`src/rtl/lp_bank_ram.sv`:
```
// lp_bank_ram: banked single-port synchronous RAM with per-lane write
// masking and autonomous per-bank retention sleep / timed wake.
//
// Ports:
//   CLK   in        clock, rising edge
//   RSTN  in        asynchronous active-low reset
//   A     in  AW    word address, upper log2(NB) bits select the bank
//   D     in  DW    write data
//   M     in  MW    write lane mask, bit i enables D[i*LW +: LW]
//   EN    in        access request
//   WR    in        1 = write, 0 = read
//   RDY   out       combinational: !EN, or addressed bank is active
//   Q     out DW    registered read data
//   SLP   out NB    bit b set while bank b sleeps
module lp_bank_ram #(
   parameter int AW       = 4,
   parameter int DW       = 8,
   parameter int MW       = 2,
   parameter int NB       = 2,
   parameter int IDLE_CYC = 8,
   parameter int WAKE_CYC = 2
) (
   input  logic          CLK,
   input  logic          RSTN,
   input  logic [AW-1:0] A,
   input  logic [DW-1:0] D,
   input  logic [MW-1:0] M,
   input  logic          EN,
   input  logic          WR,
   output logic          RDY,
   output logic [DW-1:0] Q,
   output logic [NB-1:0] SLP
);

   localparam int LW    = DW / MW;
   localparam int BW    = (NB > 1) ? $clog2(NB) : 1;
   localparam int IW    = (IDLE_CYC > 1) ? $clog2(IDLE_CYC) : 1;
   localparam int KW    = (WAKE_CYC > 1) ? $clog2(WAKE_CYC) : 1;
   localparam int DEPTH = 1 << AW;

   typedef enum logic [1:0] {
      ST_ACT   = 2'd0,
      ST_SLEEP = 2'd1,
      ST_WAKE  = 2'd2
   } st_t;

   st_t           r_st   [NB];
   logic [IW-1:0] r_idle [NB];
   logic [KW-1:0] r_wk   [NB];
   logic [DW-1:0] r_mem  [DEPTH];
   logic [DW-1:0] r_q;

   logic [BW-1:0] w_bank;
   logic [NB-1:0] w_hit;
   logic          w_acc;

   // Bank select is a pure bit slice of A; a single bank has no select bits.
   generate
      if (NB > 1) begin : g_multi
         assign w_bank = A[AW-1 -: BW];
      end else begin : g_single
         assign w_bank = '0;
      end
   endgenerate

   assign RDY   = !EN || (r_st[w_bank] == ST_ACT);
   assign w_acc = EN && RDY && RSTN;
   assign Q     = r_q;

   // A request aimed at a bank, whether or not it can be accepted yet.
   always_comb begin
      w_hit = '0;
      for (int b = 0; b < NB; b++) begin
         w_hit[b] = EN && (w_bank == BW'(b));
      end
   end

   always_comb begin
      SLP = '0;
      for (int b = 0; b < NB; b++) begin
         SLP[b] = (r_st[b] == ST_SLEEP);
      end
   end

   always_ff @(posedge CLK or negedge RSTN) begin
      if (!RSTN) begin
         for (int b = 0; b < NB; b++) begin
            r_st[b]   <= ST_ACT;
            r_idle[b] <= '0;
            r_wk[b]   <= '0;
         end
      end else begin
         for (int b = 0; b < NB; b++) begin
            unique case (r_st[b])
               ST_ACT: begin
                  // In ACT a hit is always accepted, so it beats sleep entry.
                  if (w_hit[b]) begin
                     r_idle[b] <= '0;
                  end else if (IDLE_CYC > 0) begin
                     if (r_idle[b] == IW'(IDLE_CYC - 1)) begin
                        r_st[b]   <= ST_SLEEP;
                        r_idle[b] <= '0;
                     end else begin
                        r_idle[b] <= r_idle[b] + 1'b1;
                     end
                  end
               end
               ST_SLEEP: begin
                  if (w_hit[b]) begin
                     r_st[b] <= ST_WAKE;
                     r_wk[b] <= '0;
                  end
               end
               ST_WAKE: begin
                  // Runs to completion even if the request goes away.
                  if (r_wk[b] == KW'(WAKE_CYC - 1)) begin
                     r_st[b]   <= ST_ACT;
                     r_idle[b] <= '0;
                  end else begin
                     r_wk[b] <= r_wk[b] + 1'b1;
                  end
               end
               default: r_st[b] <= ST_ACT;
            endcase
         end
      end
   end

   always_ff @(posedge CLK or negedge RSTN) begin
      if (!RSTN) begin
         r_q <= '0;
      end else if (w_acc && !WR) begin
         r_q <= r_mem[A];
      end
   end

   // Array is never reset so contents survive sleep, wake and reset.
   always_ff @(posedge CLK) begin
      if (w_acc && WR) begin
         for (int i = 0; i < MW; i++) begin
            if (M[i]) begin
               r_mem[A][i*LW +: LW] <= D[i*LW +: LW];
            end
         end
      end
   end

endmodule

```
`config.mk`:
```
export PLATFORM = sky130hd
export DESIGN_NAME = lp_bank_ram
export DESIGN_NICKNAME = d
export VERILOG_FILES = /design/src/rtl/lp_bank_ram.sv
export SDC_FILE = /design/constraint.sdc
export NUM_CORES = 1
export LEC_CHECK = 0
export BUFFER_PORTS_ARGS = -buffer_cell sky130_fd_sc_hd__buf_4
export CELL_PAD_IN_SITES_DETAIL_PLACEMENT = 1
export CELL_PAD_IN_SITES_GLOBAL_PLACEMENT = 1
export CORE_ASPECT_RATIO = 0.75
export CORE_MARGIN = 2
export CORE_UTILIZATION = 40
export CTS_CLUSTER_DIAMETER = 80
export DETAILED_ROUTE_END_ITERATION = 10
export PLACE_DENSITY = 0.67
export SLEW_MARGIN = 30
export SYNTH_ARGS = -nofsm -noshare
export SYNTH_HDL_FRONTEND = slang
export SYNTH_SLANG_ARGS = --single-unit
```
`constraint.sdc`:
```
create_clock -name CLK -period 1.8 [get_ports CLK]
set_input_delay 0.09 -clock CLK [delete_from_list [all_inputs] [get_ports CLK]]
set_output_delay 0.09 -clock CLK [all_outputs]
set_load 0.01 [all_outputs]
```
==> impl_metrics.json, run 1 <==
{
  "status": "finished, final reports clean",
  "end_kind": "register",
  "dp_hpwl_um": 9456,
  "clk_latency_ps": 420,
  "ant_nets": 0,
  "criticalPathCategory": "register to register",
  "core_mm2": 0.01464,
  "synth_xor_area_share_pct": 0,
  "synth_compound_area_share_pct": 5.713,
  "clk_pin_slew_ps": 60,
  "cts.sinks": 148,
  "worstPathArrival_ps": 1850,
  "ys_seq_elements": 148,
  "layout-drive-gt1-share_pct": 35.75,
  "ys_types": 35,
  "synth_fa_ha_area_share_pct": 0.8249,
  "setup_slack_ps": 30.53,
  "path_max_fanout": 18,
  "diodes": 0,
  "cellPowerDensity_mw_per_mm2": 1157,
  "worst-path-buf-inv": 1,
  "synth_top_family_by_area": "multiplexers",
  "post-route-period-util_pct": 98.30,
  "synth_simple_gate_area_share_pct": 5.898,
  "dp_slack_ps": -19.14,
  "wire_per_inst_um": 22.97,
  "initial_core_util_pct": 41.43,
  "top_usage_layer": "met1",
  "routed_wl_um": 14100,
  "postSynth.asyncResetShare_pct": 13.51,
  "ys.warnings.count": 0,
  "utilization_pct": 50.62,
  "finalSetupViolCount": 0,
  "numCtsBuffers": 17,
  "remaining_drc_errors": 0,
  "crit_slowest_cell": "nor2_2",
  "io_buffers": 28,
  "synth_nets": 350,
  "fin_nets": 423,
  "cp_top_family": "simple AND/OR/NAND/NOR gates",
  "ioPinCount": 29,
  "grt_pass1_vias": 3616,
  "grt_start_max_net_pins": 44,
  "avgViaCountPerCell": 5.406,
  "startpoint": "r_st[1]$_DFFE_PN0P_",
  "grt_pass1_wl_um": 22070,
  "drv_cap": 0,
  "fin_skew_ps": 7.550,
  "hold_violations": 0,
  "cts_tree": "built",
  "area_delta_synth_final_pct": 22.19,
  "start_kind": "register",
  "syn_inst": 328,
  "fin_crit_ps": 1769,
  "hold_start": "D[4]",
  "fp.dieH_um": 110.7,
  "die_w_um": 146.2,
  "gp_congestion": 0.7961,
  "use_met2_pct": 26.07,
  "drt_iter0_drc": 277,
  "leakage_nw": 2.623,
  "rsz0062_at_grt": "yes",
  "avgSynthCellArea_um2": 18.50,
  "ir_drop_uv": 651.7,
  "cpPeakStageDelay_ps": 410,
  "first_pass_iters": 5,
  "vias": 3319,
  "drv_slew": 0,
  "required_ps": 1880,
  "met3_usage_pct": 5.556,
  "root_buffer": "clkbuf_16",
  "grt_usage_pct": 18.59,
  "synthMuxAreaShare_pct": 13.63,
  "h-tree-depth": 4,
  "worst_pin_slew_ps": 598.0,
  "worstReg2RegStart": "r_st[1]$_DFFE_PN0P_",
  "max-slew-margin-rel_pct": 60.13,
  "syn_area_mm2": 0.006067,
  "fill_cells": 1422,
  "rows": 38,
  "path_cells": "o21ai_2 -> buf_12 -> nand4b_1 -> nor2_2",
  "clock_path_buffers": 2,
  "synth-seq-area-share_pct": 71.60,
  "synth_edf_count": 128,
  "die_area_mm2": 0.01618,
  "antenna_found_initial": 0,
  "use_met1_pct": 28.19,
  "synth_ff_type": "edfxtp_1",
  "hold_path.class": "input port to register",
  "fmax_ghz": 0.5651,
  "grt_overflow": 0
}
-- layout make-up --
cell class,instances,area [um2],area share [%]
Clock buffer,17,425.4,5.738
Clock inverter,15,131.4,1.772
Inverter,2,7.507,0.1013
Multi-Input combinational cell,156,1633,22.03
Sequential cell,148,4345,58.62
Tap cell,200,250.2,3.376
Timing Repair Buffer,76,620.6,8.371
-- final timing paths --
check,cells past startpoint,slack [ps],endpoint
worst max register to register,4,30,r_mem[10][5]$_DFFE_PP_
worst min-delay path,1,20,r_mem[5][4]$_DFFE_PP_
worst max-delay path,4,30,r_mem[10][5]$_DFFE_PP_
max in group asynchronous,3,1330,r_st[3]$_DFFE_PN0P_
min in group asynchronous,3,240,Q[7]$_DFFE_PN0P_
worst min register to register,1,510,r_st[3]$_DFFE_PN0P_
-- timing repair --
item	4_1_cts	5_1_grt
hold buffers	10	0
endpoints found under the setup margin	16	45
hold endpoints to repair	84	0
buffers inserted	0	2
gates resized for setup	2	7
pin swaps	0	1
-- logic make-up (layout without fill, tap and decap cells) --
family,after synthesis,after routing
AO/OA/AOI/OAI,41,41
flip-flops,148,148
buffers and inverters,24,110
adder cells (fa/ha/maj),4,4
multiplexers,40,40
AND/OR/NAND/NOR,71,71
-- per-stage QoR --
step	setup TNS [ps]	std cells	total power [mW]	area, um2	hold WS, ps
final	0	614	8.578	7413	17.44
after global routing	-649.7	614	8.935	7413	15.14
after CTS	-375.9	612	8.651	7381	3.934
after detailed placement	-113.1	570	5.268	6719	125.6
after global placement	-122.1	570	5.208	6719	120.8
after floorplan	0	328	4.768	6097	-205.6
-- power breakdown --
part           switching [mW]  internal [mW]  total (mW)
Combinational           0.601          0.563        1.16
Sequential              0.135           3.92        4.05
Clock                    1.45           1.91        3.36
Total                    2.19           6.39        8.58
-- metal layers --
layer / wire length [um] / share of wire [%]
met2: 6291 / 45
met5: 0 / 0
met4: 144 / 1.0
met3: 828 / 5.9
met1: 6837 / 48
-- worst reg2reg max path: stages (launching register included) --
cell and delay, ps:
dfrtp_1 390, o21ai_2 190, buf_12 170, nand4b_1 270
nor2_2 410
-- synthesized netlist by cell type, types with 2 or more instances --
cell type | count | area (um2)
a221oi_2 | 8 | 120.1
a22o_1 | 6 | 52.55
inv_1 | 2 | 7.510
dfrtp_1 | 20 | 500.5
mux2i_1 | 8 | 80.08
buf_4 | 4 | 30.03
buf_6 | 3 | 33.78
and3_1 | 2 | 12.51
ha_1 | 4 | 50.05
mux4_2 | 25 | 563.0
nand2_1 | 6 | 22.52
nand4_1 | 3 | 18.77
edfxtp_1 | 128 | 3844
nand2b_1 | 6 | 37.54
nor2_1 | 31 | 116.4
and4_1 | 2 | 17.52
a21o_1 | 2 | 15.01
nor2b_1 | 3 | 18.77
clkbuf_1 | 3 | 11.26
o21ai_0 | 2 | 10.01
nand4b_1 | 5 | 43.79
mux4_1 | 7 | 183.9
buf_2 | 11 | 55.05
nor3_1 | 10 | 50.05
a211oi_1 | 2 | 15.01
o22ai_1 | 8 | 50.05
a21oi_1 | 2 | 10.01
a31oi_1 | 8 | 50.05
-- flip-flops by register name, summed over array words and instances, names as in the netlist --
signal  cells
r_mem     128
Q           8
r_st        4
r_idle      6
r_wk        2
-- layout by cell type, fill, tap and decap left out, types with 2 or more instances in the layout --
cell type / synthesis / layout
buf_12: 0 / 2
a221oi_2: 8 / 8
nand2_1: 6 / 6
edfxtp_1: 128 / 128
clkinv_2: 0 / 5
nor3_1: 10 / 3
a22o_1: 6 / 6
a21oi_1: 2 / 2
mux2i_1: 8 / 8
mux4_1: 7 / 7
mux4_2: 25 / 25
ha_1: 4 / 4
nand4_1: 3 / 3
nor3_2: 0 / 7
nor2_2: 0 / 6
buf_4: 4 / 64
inv_1: 2 / 2
nand2b_1: 6 / 6
nor2b_1: 3 / 3
clkinvlp_4: 0 / 4
dlygate4sd3_1: 0 / 10
a31oi_1: 8 / 8
nor2_1: 31 / 25
o21ai_0: 2 / 2
inv_6: 0 / 3
o22ai_1: 8 / 8
dfrtp_1: 20 / 19
a211oi_1: 2 / 2
clkbuf_16: 0 / 17
nand4b_1: 5 / 5
a21o_1: 2 / 2
and4_1: 2 / 2
Power figures use the tool's default switching activity.
==> inputs of run 2 (changes only) <==
Settings changed: BUFFER_PORTS_ARGS -buffer_cell sky130_fd_sc_hd__buf_4 to unset, CAP_MARGIN set to 0, DONT_BUFFER_PORTS set to 1, PLACE_DENSITY 0.67 to 0.65.
==> run 2 against run 1 <==
First-iteration DRC count increased by 2.2%. Worst hold slack got worse by 12 ps. Critical endpoint is now r_st[0]$_DFFE_PN0P_. Clock-buffer cell count unchanged. Setup slack improved by 64 ps. Sequential share of layout area increased by 1.3 points. Power increased by 2.0%. Register-to-register slack improved by 60 ps. Wire length decreased by 0.72%. Combinational power decreased by 24%.
==> impl_metrics.json, run 2 (synthesis gave the netlist of run 1 again) <==
{
  "finalSetupViolCount": 0,
  "clock_path_buffers": 2,
  "p_sw_mw": 2.093,
  "dp_hpwl_um": 8764,
  "p_int_mw": 6.659,
  "routed_wl_um": 14000,
  "core_mm2": 0.01464,
  "gp_congestion": 0.7393,
  "start_kind": "register",
  "ant_nets": 0,
  "drt_iter0_drc": 283,
  "required_ps": 2100,
  "cts.sinks": 148,
  "largest_reg_flops": 128,
  "clk_latency_ps": 430,
  "fin_crit_ps": 1705,
  "leakage_nw": 2.511,
  "ir_drop_uv": 618.4,
  "first_pass_iters": 5,
  "hold_path.class": "input port to register",
  "max-slew-margin-rel_pct": 49.48,
  "layout_commonest_cell": "edfxtp_1",
  "wire_per_inst_um": 24.01,
  "worst_pin_slew_ps": 755.4,
  "fp.dieH_um": 110.7,
  "h-tree-depth": 4,
  "p_seq_share_pct": 47.0,
  "total_power_mw": 8.752,
  "rsz0062_at_grt": "yes",
  "layout.cells.non_filler": 583,
  "die_area_mm2": 0.01618,
  "largest-register": "r_mem",
  "area_delta_synth_final_pct": 19.41,
  "rows": 38,
  "grt_pass1_wl_um": 21680,
  "fmax_ghz": 0.5864,
  "initial_core_util_pct": 41.43,
  "antenna_found_initial": 0,
  "layout-drive-gt1-share_pct": 27.94,
  "hold_violations": 0,
  "io_buffers": 0,
  "end_kind": "register",
  "post-route-period-util_pct": 94.75,
  "cts_tree": "built",
  "drv_cap": 0,
  "sw_frac_of_total_pct": 23.91,
  "grt_start_max_net_pins": 41,
  "vias": 3257,
  "ioPinCount": 29,
  "cellPowerDensity_mw_per_mm2": 1208,
  "setup_slack_ps": 94.59,
  "grt_pass1_vias": 3421,
  "root_buffer": "clkbuf_16",
  "clkPwrFrac_pct": 42.9,
  "avgViaCountPerCell": 5.587,
  "remaining_drc_errors": 0,
  "criticalPathCategory": "register to register",
  "worstPathArrival_ps": 2010,
  "tns_ps": 0,
  "numCtsBuffers": 17,
  "combinationalPowerShare_pct": 10.1,
  "fin_nets": 392,
  "grt_overflow": 0,
  "utilization_pct": 49.47,
  "path_max_fanout": 3,
  "grt_usage_pct": 18.61,
  "dp_slack_ps": -10.27,
  "die_w_um": 146.2,
  "clk_pin_slew_ps": 60,
  "fin_skew_ps": 10.78,
  "mostFrequentLayoutCells": "128 x edfxtp_1, 29 x buf_4, 28 x nor2_1, 25 x mux4_2, 20 x dfrtp_1",
  "diodes": 0,
  "status": "finished, final reports clean",
  "drv_slew": 0,
  "dp.cells": 534
}
[run 2: worst paths after layout]
path / start / end / slack (ps) / cells after the start
setup / recovery: r_idle[0]$_DFFE_PN0P_ / r_st[0]$_DFFE_PN0P_ / 90 / 5
hold / removal: A[0] / Q[5]$_DFFE_PN0P_ / 5 / 2
setup reg to reg: r_idle[0]$_DFFE_PN0P_ / r_st[0]$_DFFE_PN0P_ / 90 / 5
hold reg to reg: r_wk[1]$_DFFE_PN0P_ / r_st[3]$_DFFE_PN0P_ / 480 / 1
max in group asynchronous: RSTN / Q[6]$_DFFE_PN0P_ / 1310 / 2
min in group asynchronous: RSTN / r_idle[2]$_DFFE_PN0P_ / 170 / 2
[run 2: layer usage]
| layer | track usage (%) | up-vias | share of wire, % | wire [um] |
|---|---|---|---|---|
| li1 | - | 1428 | - | - |
| met1 | 28.06 | 1709 | 48 | 6757 |
| met2 | 26.32 | 99 | 45 | 6237 |
| met3 | 4.774 | 21 | 5.7 | 801 |
| met4 | 6.278 | 0 | 1.5 | 204 |
| met5 | 0 | - | 0 | 0 |
[run 2: critical path, stage by stage, from the launching register on]
cell and delay, ps:
dfrtp_1 400, ha_1 210, ha_1 200, nor2_1 130
a211oi_1 60, dlygate4sd3_1 580
[run 2: power groups by stage]
stage	clock, mW	sequential [mW]	combinational, mW
after floorplan	0	4.11	0.656
after global placement	0	4.18	0.722
after detailed placement	0	4.18	0.773
after CTS	3.82	4.12	0.888
after global routing	3.94	4.14	0.978
final	3.75	4.12	0.884
[run 2: area by class of cell]
cell class | count | area [um2]
clock buffers | 17 | 425.4
flip-flops and latches | 148 | 4344
inverters | 2 | 7.507
clock inverters | 15 | 203.9
repair buffers | 45 | 372.9
fillers | 1389 | 7400
multi-input cells | 156 | 1640
well taps | 200 | 250.2
[run 2: per-stage QoR]
stage | hold slack [ps] | cell area [um2]
global placement | -205.1 | 6424
floorplan | -205.6 | 6097
CTS | 4.207 | 7217
finish | 5.434 | 7244
global route | 20.09 | 7244
detailed placement | -205.1 | 6424
[run 2: what timing repair did]
item / 4_1_cts / 5_1_grt
pin swaps: 0 / 1
endpoints found under the hold margin: 188 / 20
setup endpoints to repair: 11 / 20
hold buffers: 15 / 1
resized for setup: 4 / 3
setup buffers: 0 / 1
==> inputs of run 3 (changes only) <==
Settings changed: CAP_MARGIN 0 to 20, CELL_PAD_IN_SITES_DETAIL_PLACEMENT 1 to unset, CELL_PAD_IN_SITES_GLOBAL_PLACEMENT 1 to unset, PLACE_DENSITY 0.65 to 0.58, TNS_END_PERCENT set to 20.
==> run 3 against run 2 <==
Setup slack worse by 1.7 ps. Power is 2.2% lower. Combinational power fell by 2%. Sequential power about the same. Cell count grew 0.51%. Die area is the same. Maximum frequency hardly changed. Critical path depth did not move. Clock skew is 2.5 ps lower. Clock-buffer cell count increased by 5. Utilization fell by 0.25 points. Register-to-register slack barely moved.
==> impl_metrics.json, run 3 (synthesis gave the netlist of run 1 again) <==
{
  "status": "finished, final reports clean",
  "clock_path_buffers": 2,
  "die_w_um": 146.2,
  "start_kind": "register",
  "reg2regPathDepth": 5,
  "post-route-period-util_pct": 94.84,
  "layout_commonest_cell": "edfxtp_1",
  "drv_cap": 0,
  "h-tree-depth": 4,
  "ioPinCount": 29,
  "grt_pass1_vias": 3291,
  "tns_ps": 0,
  "hold_path.class": "input port to register",
  "fill_cells": 1246,
  "design_area_mm2": 0.007208,
  "largest_reg_flops": 128,
  "grt_overflow": 0,
  "clk_pin_slew_ps": 60,
  "rows": 38,
  "avgViaCountPerCell": 5.396,
  "wire_per_inst_um": 22.02,
  "r2r_setup_slack_ps": 90,
  "hold_start": "A[3]",
  "utilization_pct": 49.22,
  "initial_core_util_pct": 41.43,
  "path_max_fanout": 9,
  "drt_iter0_drc": 310,
  "vias": 3162,
  "clk_latency_ps": 410,
  "dp.cells": 538,
  "antenna_found_initial": 1,
  "worst_pin_slew_ps": 673.2,
  "area_delta_synth_final_pct": 18.81,
  "cellPowerDensity_mw_per_mm2": 1187,
  "dp_slack_ps": 78.24,
  "hold_violations": 0,
  "fin_crit_ps": 1707,
  "mostFrequentLayoutCells": "128 x edfxtp_1, 31 x nor2_1, 31 x buf_4, 25 x mux4_2, 20 x dfrtp_1",
  "criticalPathCategory": "register to register",
  "drv_slew": 0,
  "dp_hpwl_um": 8119,
  "routed_wl_um": 12900,
  "layout-drive-gt1-share_pct": 26.49,
  "numCtsBuffers": 17,
  "layout.cells.non_filler": 586,
  "end_kind": "register",
  "min_to": "r_mem[1][3]$_DFFE_PP_",
  "largest-register": "r_mem",
  "max-slew-margin-rel_pct": 54.97,
  "fin_nets": 394,
  "grt_start_max_net_pins": 44,
  "r2r_end": "r_mem[5][1]$_DFFE_PP_",
  "setup_slack_ps": 92.89,
  "first_pass_iters": 4,
  "remaining_drc_errors": 0,
  "grt_pass1_wl_um": 20120,
  "min_path_cells": 2,
  "leakage_nw": 2.501,
  "cts_tree": "built",
  "placed_cell_area_mm2": 0.006441,
  "ant_nets": 0,
  "fin_skew_ps": 8.319,
  "fp.dieH_um": 110.7,
  "gp_congestion": 0.7573,
  "required_ps": 1920,
  "die_area_mm2": 0.01618,
  "worstReg2RegStart": "r_st[2]$_DFFE_PN0P_",
  "cts.sinks": 148,
  "ir_drop_uv": 696.0,
  "finalSetupViolCount": 0,
  "fmax_ghz": 0.5858,
  "core_mm2": 0.01464,
  "io_buffers": 0,
  "root_buffer": "clkbuf_16",
  "worstPathArrival_ps": 1830,
  "grt_usage_pct": 16.81,
  "rsz0062_at_grt": "no"
}
-- run 3: cell types whose count changed in the layout (fill, tap and decap cells not counted), moves of 2 or more --
cell / delta
buf_4: +2
bufinv_16: -2
clkbuf_1: +2
clkbuf_8: +2
clkinv_4: -2
nor2_1: +3
nor2_2: -3
nor3_1: +3
nor3_4: -2
-- run 3: worst max-delay path: stages (launching register included) --
cell and delay, ps:
dfrtp_1 430, o21bai_2 190, buf_4 180, nand4b_1 270, nor2_1 180, buf_4 170
-- run 3: area by class of cell --
class	count	area [um2]	share of cell area (%)
antenna	1	2.502	0.03472
clock buffer	22	485.5	6.735
clock inverter	10	120.1	1.666
inverter	2	7.507	0.1041
multi-input combinational	156	1600	22.20
sequential	148	4344	60.27
tap	200	250.2	3.472
timing repair buffer	47	397.9	5.520
-- run 3: metal layers --
layer	global-route usage (%)	up-vias	share of wire (%)
li1	-	1441	-
met1	24.86	1634	48
met2	24.94	79	47
met3	4.486	8	4.7
met4	4.207	0	0.73
met5	0	-	0
-- run 3: report_power, final --
group / internal [mW] / switching (mW)
combinational: 0.420 / 0.447
sequential: 3.92 / 0.193
clock: 2.21 / 1.37
total: 6.55 / 2.01
-- run 3: per-stage QoR --
step                total power [mW]  hold WS, ps
global placement               4.918       -205.2
detailed placement             4.961       -205.2
global route                   8.871        3.047
finish                         8.557        13.92
floorplan                      4.766       -205.6
CTS                            8.607        4.997
-- run 3: timing repair --
action,in CTS,in global routing
endpoints found under the setup margin,0,28
hold buffers,14,1
setup buffers,0,0
hold endpoints to repair,161,20
resized for setup,0,3
-- run 3: worst max-delay path by stage --
stage / from / to / slack (ps) / cells past startpoint
after floorplan: r_st[2]$_DFFE_PN0P_ / r_mem[2][0]$_DFFE_PP_ / -30 / 4
after global placement: r_st[2]$_DFFE_PN0P_ / r_mem[1][2]$_DFFE_PP_ / 140 / 5
after detailed placement: r_st[2]$_DFFE_PN0P_ / r_mem[3][2]$_DFFE_PP_ / 80 / 5
after CTS: r_st[2]$_DFFE_PN0P_ / r_mem[3][1]$_DFFE_PP_ / 70 / 5
after global routing: r_st[2]$_DFFE_PN0P_ / r_mem[3][1]$_DFFE_PP_ / 10 / 5
final: r_st[2]$_DFFE_PN0P_ / r_mem[5][1]$_DFFE_PP_ / 90 / 5
